File: src/rtl/aes_pkg.sv
`timescale 1ns/1ps
// Shared GF(2^8) constants, mode encoding, FSM state type and column helpers for the MixColumns engine.
package aes_pkg;

   localparam int unsigned COL_W    = 32;
   localparam int unsigned BYTE_W   = 8;
   localparam logic [7:0]  GF_RED   = 8'h1b;

   typedef enum logic {
      MODE_FWD = 1'b0,
      MODE_INV = 1'b1
   } mode_e;

   typedef enum logic [1:0] {
      ST_IDLE = 2'd0,
      ST_BUSY = 2'd1,
      ST_DONE = 2'd2
   } state_e;

   // One state column; element r is row r, i.e. bits [8r+7:8r].
   typedef logic [3:0][7:0] col_t;

   // Multiply by x in GF(2^8) modulo x^8+x^4+x^3+x+1.
   function automatic logic [7:0] xtime(input logic [7:0] x);
      return {x[6:0], 1'b0} ^ (x[7] ? GF_RED : 8'h00);
   endfunction

endpackage

File: src/rtl/mix_column.sv
`timescale 1ns/1ps
// Combinational forward/inverse MixColumns on one 32-bit column.
module mix_column
   import aes_pkg::*;
(
   input  logic [31:0] col_in,
   input  logic        mode,
   output logic [31:0] col_out
);

   col_t a;
   col_t x2;
   col_t x4;
   col_t x8;
   col_t fwd;
   col_t inv;

   assign a = col_t'(col_in);

   // Per-byte doublings; every coefficient below is an XOR of these.
   for (genvar j = 0; j < 4; j++) begin : g_xt
      assign x2[j] = xtime(a[j]);
      assign x4[j] = xtime(x2[j]);
      assign x8[j] = xtime(x4[j]);
   end

   // Row r mixes bytes r, r+1, r+2, r+3 (mod 4) with the circulant coefficients.
   for (genvar r = 0; r < 4; r++) begin : g_row
      localparam int unsigned N1 = (r + 1) % 4;
      localparam int unsigned N2 = (r + 2) % 4;
      localparam int unsigned N3 = (r + 3) % 4;

      // 2*a_r ^ 3*a_r+1 ^ a_r+2 ^ a_r+3
      assign fwd[r] = x2[r] ^ (x2[N1] ^ a[N1]) ^ a[N2] ^ a[N3];

      // 14*a_r ^ 11*a_r+1 ^ 13*a_r+2 ^ 9*a_r+3
      assign inv[r] = (x8[r]  ^ x4[r]  ^ x2[r])
                    ^ (x8[N1] ^ x2[N1] ^ a[N1])
                    ^ (x8[N2] ^ x4[N2] ^ a[N2])
                    ^ (x8[N3] ^ a[N3]);
   end

   assign col_out = (mode == MODE_INV) ? 32'(inv) : 32'(fwd);

endmodule

File: src/rtl/mix_columns_engine.sv
`timescale 1ns/1ps
// Block-level MixColumns engine: latches a block, mixes COLS_PER_CYCLE columns per cycle in place,
// then holds the result until the consumer takes it.
module mix_columns_engine
   import aes_pkg::*;
#(
   parameter int unsigned NUM_COLS       = 4,
   parameter int unsigned COLS_PER_CYCLE = 1
)
(
   input  logic                      clk,
   input  logic                      rst_n,
   input  logic                      in_valid,
   output logic                      in_ready,
   input  logic                      in_mode,
   input  logic [32*NUM_COLS-1:0]    in_data,
   output logic                      out_valid,
   input  logic                      out_ready,
   output logic [32*NUM_COLS-1:0]    out_data
);

   localparam int unsigned DATA_W     = COL_W * NUM_COLS;
   localparam int unsigned GROUP_W    = COL_W * COLS_PER_CYCLE;
   localparam int unsigned NUM_GROUPS = NUM_COLS / COLS_PER_CYCLE;
   localparam int unsigned GRP_W      = (NUM_GROUPS > 1) ? $clog2(NUM_GROUPS) : 1;
   localparam int unsigned IDX_W      = (DATA_W > 1) ? $clog2(DATA_W) : 1;
   localparam logic [GRP_W-1:0] LAST_GRP = GRP_W'(NUM_GROUPS - 1);

   state_e              state_q;
   state_e              state_d;
   logic [GRP_W-1:0]    grp_q;
   logic [GRP_W-1:0]    grp_d;
   logic [DATA_W-1:0]   work_q;
   logic [DATA_W-1:0]   work_d;
   logic                mode_q;
   logic                mode_d;
   logic                alive_q;
   logic                load_c;
   logic [IDX_W-1:0]    base_c;
   logic [GROUP_W-1:0]  grp_in_c;
   logic [GROUP_W-1:0]  grp_out_c;

   // Bit offset of the column group selected by the counter.
   assign base_c   = IDX_W'(32'(grp_q) * GROUP_W);
   assign grp_in_c = work_q[base_c +: GROUP_W];

   // One mixer per column processed in a cycle, all sharing the latched mode.
   for (genvar i = 0; i < COLS_PER_CYCLE; i++) begin : g_mix
      mix_column u_mix_column (
         .col_in  (grp_in_c[i*COL_W +: COL_W]),
         .mode    (mode_q),
         .col_out (grp_out_c[i*COL_W +: COL_W])
      );
   end

   // Handshake: ready only once a clock edge has been seen out of reset.
   assign in_ready  = alive_q & ((state_q == ST_IDLE) | ((state_q == ST_DONE) & out_ready));
   assign load_c    = in_valid & in_ready;
   assign out_valid = (state_q == ST_DONE);
   assign out_data  = work_q;

   // Marks the first clock edge after reset release.
   always_ff @(posedge clk or negedge rst_n) begin
      if (!rst_n) begin
         alive_q <= 1'b0;
      end else begin
         alive_q <= 1'b1;
      end
   end

   // State, group counter, working block and latched mode.
   always_ff @(posedge clk or negedge rst_n) begin
      if (!rst_n) begin
         state_q <= ST_IDLE;
         grp_q   <= '0;
         work_q  <= '0;
         mode_q  <= 1'b0;
      end else begin
         state_q <= state_d;
         grp_q   <= grp_d;
         work_q  <= work_d;
         mode_q  <= mode_d;
      end
   end

   // Next-state and datapath update.
   always_comb begin
      state_d = state_q;
      grp_d   = grp_q;
      work_d  = work_q;
      mode_d  = mode_q;

      case (state_q)
         ST_IDLE: begin
            if (load_c) begin
               state_d = ST_BUSY;
               grp_d   = '0;
               work_d  = in_data;
               mode_d  = in_mode;
            end
         end

         ST_BUSY: begin
            work_d[base_c +: GROUP_W] = grp_out_c;
            grp_d = grp_q + GRP_W'(1);
            if (grp_q == LAST_GRP) begin
               state_d = ST_DONE;
               grp_d   = '0;
            end
         end

         ST_DONE: begin
            if (out_ready) begin
               if (load_c) begin
                  state_d = ST_BUSY;
                  grp_d   = '0;
                  work_d  = in_data;
                  mode_d  = in_mode;
               end else begin
                  state_d = ST_IDLE;
               end
            end
         end

         default: begin
            state_d = ST_IDLE;
         end
      endcase
   end

endmodule

File: config.mk
export PLATFORM = sky130hd
export DESIGN_NAME = mix_columns_engine
export DESIGN_NICKNAME = d
export VERILOG_FILES = /design/src/rtl/aes_pkg.sv /design/src/rtl/mix_column.sv /design/src/rtl/mix_columns_engine.sv
export SDC_FILE = /design/constraint.sdc
export NUM_CORES = 1
export LEC_CHECK = 0
export BUFFER_PORTS_ARGS = -buffer_cell sky130_fd_sc_hd__buf_2
export CORE_UTILIZATION = 45
export CTS_CLUSTER_DIAMETER = 30
export DETAILED_ROUTE_END_ITERATION = 12
export PLACE_DENSITY_LB_ADDON = 0.2
export RECOVER_POWER = 50
export SLEW_MARGIN = 5
export SYNTH_ARGS = -nofsm -noshare
export SYNTH_HDL_FRONTEND = slang
export SYNTH_SLANG_ARGS = --single-unit
File: constraint.sdc
create_clock -name clk -period 6.71 [get_ports clk]
set_clock_uncertainty 0.1 [all_clocks]
set_input_delay 0 -clock clk [delete_from_list [all_inputs] [get_ports clk]]
set_output_delay 0 -clock clk [all_outputs]
set_load 0.05 [all_outputs]
======== Word level (Yosys, flattened, before mapping) ========
Index checks and enable logic that the tools add are counted.
storage, ports and cells
  bits in registers ....................... 134
  bits in latches ......................... 0
  RAM bits ................................ 0
  ROM bits ................................ 0
  bits of input ports ..................... 133
  word-level logic and storage cells ...... 119
  memories kept ........................... 0
operators by class
  $add $sub $neg .......................... 2
  $mul .................................... 0
  divide/modulo/power cells ............... 0
  $lt $le $gt $ge ......................... 0
  equal/unequal tests ..................... 6
  shift-type cells ........................ 3
  mux-type cells .......................... 29
  bitwise operators ....................... 68
  reductions and logical operators ........ 6
operators by type and width
  operator                                                number
  XOR 8 bit                                               64
  case mux 128 bit (3 select lines)                       1
  2-to-1 mux 128 bit                                      2
  bitwise mux 128 bit                                     1
  variable shift 32 x 9 -> 128 bit, first input constant  1
  variable part select 128 x 8 -> 32 bit                  1
  variable part select 32 x 9 -> 128 bit                  1
  2-to-1 mux 5 bit                                        12
  2-to-1 mux 32 bit                                       1
  2-to-1 mux 2 bit                                        6
  case mux 2 bit (3 select lines)                         2
  negator 7 -> 9 bit                                      1
  equality test 2 bit, second input constant              2
  != test 2 bit, second input constant                    2
  AND reduction 2 bit                                     2
  AND 1 bit                                               3
  2-to-1 mux 1 bit                                        3
  AND reduction 3 bit                                     1
  nonzero test 3 bit                                      1
  adder 2 x 1 -> 2 bit, second input constant             1
  equality test 2 x 1 -> 1 bit, second input constant     1
  zero test 2 bit                                         1
  != test 2 x 1 -> 1 bit, second input constant           1
  case mux 1 bit (2 select lines)                         1
  2 further kinds                                         2

======== Depth between registers and ports, before layout ========
  depth in word-level cells ............... 16
  gate-level depth with buffers ........... 12

======== Modules after synthesis ========
Synthesis repeated with hierarchy kept, for this count alone.
second synthesis, totals
  cell total of the unflattened synthesis .. 900
  area, all modules ....................... 10649.0 um^2
modules (own cells, without submodules)
  module              times used  cells an instance  area an instance (um^2)
  mix_columns_engine  1           596                7937.6
  mix_column          1           304                2711.4

======== Least setup slack after synthesis ========
No wires, ideal clock.
  path kind ............................... register to register
  start point ............................. register grp_q[0]
  end point ............................... register work_q[62] (netlist: out_data[62])
  arrival ................................. 3.053 ns
  data required time ...................... 6.484 ns
  slack ................................... 3.431 ns
  cell stages (with the launch flop) ...... 12
  period minus slack after synthesis ...... 3.279 ns
  cell sequence ........................... dfrtp_1 buf_6 buf_8 buf_8 mux4_2 xnor2_2 xnor3_1 xnor2_1 xor2_1 a21oi_2 xnor2_2 a221o_1
between the ends
  longest elaborated chain between the ends .. 14
RTL lines
  what                                                        line                                                  RTL
  start, declared                                             mix_columns_engine.sv:31                              logic [GRP_W-1:0] grp_q;
  start signal, assigned                                      mix_columns_engine.sv:80                              grp_q <= grp_d;
  variable part select 128 x 8 -> 32 bit                      mix_columns_engine.sv:45                              assign grp_in_c = work_q[base_c +: GROUP_W];
  XOR 8 bit or 2-to-1 mux 5 bit (tied branches) (2 in a row)  aes_pkg.sv:25                                         return {x[6:0], 1'b0} ^ (x[7] ? GF_RED : 8'h00);
  2-to-1 mux 5 bit or XOR 8 bit (tied branches)               aes_pkg.sv:25
  XOR 8 bit                                                   aes_pkg.sv:25
  XOR 8 bit (on tied branches)                                mix_column.sv:37, mix_column.sv:39, mix_column.sv:38
  XOR 8 bit (on tied branches)                                mix_column.sv:37, mix_column.sv:38
  XOR 8 bit                                                   mix_column.sv:38                                      ^ (x8[N1] ^ x2[N1] ^ a[N1])
  XOR 8 bit                                                   mix_column.sv:39                                      ^ (x8[N2] ^ x4[N2] ^ a[N2])
  XOR 8 bit                                                   mix_column.sv:40                                      ^ (x8[N3] ^ a[N3]);
  2-to-1 mux 32 bit                                           mix_column.sv:43                                      assign col_out = (mode == MODE_INV) ? 32'(inv) : 32'(fwd);
  variable part select 32 x 9 -> 128 bit                      mix_columns_engine.sv:104                             work_d[base_c +: GROUP_W] = grp_out_c;
  bitwise mux 128 bit (*)                                     mix_columns_engine.sv:104
  case mux 128 bit (3 select lines) (*)                       mix_columns_engine.sv:93                              case (state_q)
  end signal, assigned                                        mix_columns_engine.sv:81                              work_q <= work_d;
  end, declared                                               mix_columns_engine.sv:33                              logic [DATA_W-1:0] work_q;
Every way passes the cells marked *; elsewhere a longest branch is shown, timed or not.
A chain may end at the register's enable or synchronous reset.

==> results_dict.tcl <==
set metrics [dict create \
    netlist.top_cell.by_area "sky130_fd_sc_hd__dfrtp_1" \
    gpl.final_weighted_congestion 0.8931 \
    finalHoldViolCount 0 \
    max_stage_delay_ns 2.29 \
    core_region_area_um2 20300 \
    critical_path_peak_fanout 78 \
    timing.max_cap.violations 2 \
    postLayoutSetupSlackWorst_ns 2.097 \
    final-setup-viol-count 0 \
    layout-area-overhead-vs-synth_pct 35.31 \
    chip_height_um 146.2 \
    clock_tree_from_tritoncts "done" \
    clock_root_buffer "sky130_fd_sc_hd__clkbuf_16" \
    synth-edff-count 0 \
    route.antenna.remaining_nets 0 \
    synth_area_um2 9351 \
    yosysMostFrequentCell "sky130_fd_sc_hd__xnor2_1" \
    worstSetupStartpointType "input port" \
    worst-endpoint-required_ns 6.75 \
    routed_wirelength_um 34480 \
    timing_max_transition_violations_final 137 \
    tns_ns 0 \
    final-instance-count-excl-fill 1528 \
    wire_per_inst_um 22.57 \
    start_util_pct 46.07 \
    synth_warnings 0 \
    overflow 0 \
    drt_iter0_markers 651 \
    violations_in_the_final_reports "capacitance limit, slew limit" \
    post_layout_minimum_cycle_time_ns 4.614 \
    cts.sinks 134 \
    crit_slowest_cell "sky130_fd_sc_hd__clkbuf_1" \
    grtUsageTotal_pct 32.68 \
    grt_antenna_before_repair 0 \
    slew_headroom_pct -117.8 \
    first_global_vias 9333 \
    cells_traversed_along_the_worst_timing_path "dlygate4sd3_1 > clkbuf_1 > clkbuf_2" \
    ys_seq_area_share_pct 35.86 \
    placement_rows 52 \
    die_width_um 146.2 \
    syn_area_per_cell_um2 10.45 \
    routed-via-count 8993 \
    timing.final.crit_share_pct 68.76 \
    result_of_the_run "finished with violations" \
    post_synth_net_total 1032 \
    cts.repair.resized 0 \
    synth_commonest_cells "135 x sky130_fd_sc_hd__xnor2_1, 134 x sky130_fd_sc_hd__dfrtp_1, 71 x sky130_fd_sc_hd__a21oi_1" \
    dp_slack_ns 2.487 \
    drt_pre_antenna_iters 5 \
    grt_max_degree 107 \
    remaining_drc_errors 0 \
    synthTopCellsByArea "sky130_fd_sc_hd__dfrtp_1 36%, sky130_fd_sc_hd__xnor2_1 13%, sky130_fd_sc_hd__mux4_2 7.7%" \
    detailedPlacementHpwl_um 23280 \
    ys_async_sr_fraction_pct 100.0 \
    unrepaired_setup_endpoints_after_global_routing "no" \
    worstSkewPairLatency_ns 0.43 \
    drive_above_1_share_pct 19.40 \
    cts_max_path_buffers 2 \
    synthCells 895 \
    synthFlopType "sky130_fd_sc_hd__dfrtp_1" \
    nNetsFinal 1382 \
    place.port_buffers 262 \
    timing_worst_setup_path_type "input port to asynchronous set/reset pin" \
    cts-buffers-inserted 17 \
    wire_length_of_the_first_global_routing_pass_um 52920 \
    timing.critical_path.buf_inv 3 \
    h-tree-depth 4 \
    timing.critical_path.arrival_ns 4.65 \
    critPathTopFamily "buffers and inverters" \
    max_freq_ghz 0.2168 \
    clk_pin_slew_ns 0.06 \
    count_of_unique_library_cells_instantiated_by_yosys 45 \
    vias_per_cell 5.885 \
    tightestPinTransition_ns 3.267 \
    setup.worst_path.end_class "asynchronous set/reset pin" \
    die_area_um2 21360 \
    count_of_inserted_antenna_diode_cells 0 \
    placedCellCount 1363 \
    hp-class "input port to flip-flop" \
    synthDominantCellAreaShare_pct 35.86 \
    floorplan.io_pins 263 \
    synth-seq-cells 134 \
]
## worst min-delay path: stages
cell and delay [ns]:
sky130_fd_sc_hd__dlygate4sd3_1 0.51, sky130_fd_sc_hd__buf_2 0.10, sky130_fd_sc_hd__a21oi_1 0.05, sky130_fd_sc_hd__o22ai_1 0.09
## cells in the final DEF, fill, tap and decap left out, types with 22 or more instances in the layout
cell type	count
sky130_fd_sc_hd__buf_2	131
sky130_fd_sc_hd__o22ai_1	22
sky130_fd_sc_hd__nor2_1	62
sky130_fd_sc_hd__mux4_2	32
sky130_fd_sc_hd__xnor2_1	135
sky130_fd_sc_hd__a221o_1	33
sky130_fd_sc_hd__xor2_1	42
sky130_fd_sc_hd__dlygate4sd3_1	133
sky130_fd_sc_hd__o21ai_0	52
sky130_fd_sc_hd__dfrtp_1	133
sky130_fd_sc_hd__clkbuf_1	132
sky130_fd_sc_hd__and3_1	54
sky130_fd_sc_hd__a21oi_1	67
sky130_fd_sc_hd__nand2_1	51
## metal layers
metal,GRT usage (%),vias to the layer above,part of all wire (%)
met4,17.03,0,4.7
met3,6.375,135,7.4
li1,-,3901,-
met5,0,-,0
met2,54.79,558,50
met1,39.98,4399,38
## stage by stage
step / instance area [um^2] / utilization (%) / hold slack, ns
final: 12650 / 62.33 / 0.2822
after CTS: 12830 / 63.18 / 0.006815
after floorplan: 9351 / - / -0.3956
after global routing: 12650 / 62.33 / 0.2853
after detailed placement: 10800 / 53.22 / -0.1097
after global placement: 10800 / 53.22 / -0.1106
## final timing paths
kind	start	end	slack, ns	cells after the start
worst max-delay path	rst_n	state_q[0]	2.10	3
worst min-delay path	in_data[92]	out_data[92]	0.28	4
worst max register to register	grp_q[0]	out_data[61]	2.47	9
worst min register to register	out_data[63]	out_data[63]	0.41	2
max in group clk	grp_q[0]	out_data[61]	2.47	9
min in group asynchronous	rst_n	out_data[120]	1.11	2
## state kept, by name, summed over array words and instances, names as in the netlist
| register | cells |
|---|---|
| alive_q | 1 |
| grp_q | 2 |
| mode_q | 1 |
| out_data | 128 |
| state_q | 2 |
## final cells by class
cell class,instances,area [um^2]
Tap cell,270,337.8
Timing Repair Buffer,408,2574
Fill cell,1736,7646
Inverter,3,11.26
Clock inverter,11,220.2
Sequential cell,134,3354
Multi-Input combinational cell,681,5685
Clock buffer,21,470.5
## repair_timing
item / CTS / global route
endpoints found under the hold margin: 187 / 0
setup buffers: 0 / 0
hold buffers: 133 / 0
## logic make-up after synthesis
| kind of cell | Yosys count | share of synthesized area (%) |
|---|---|---|
| flip-flops | 134 | 35.86 |
| AND/OR/NAND/NOR | 184 | 9.299 |
| buffers and inverters | 80 | 3.987 |
| AO/OA/AOI/OAI | 236 | 16.39 |
| adder cells (fa/ha/maj) | 4 | 0.5352 |
| other | 1 | 0.04010 |
| XOR/XNOR | 216 | 25.29 |
| multiplexers | 40 | 8.603 |
Power is not shown: default switching activity piles up to over one toggle a cycle in this logic, so the estimate is an artifact.
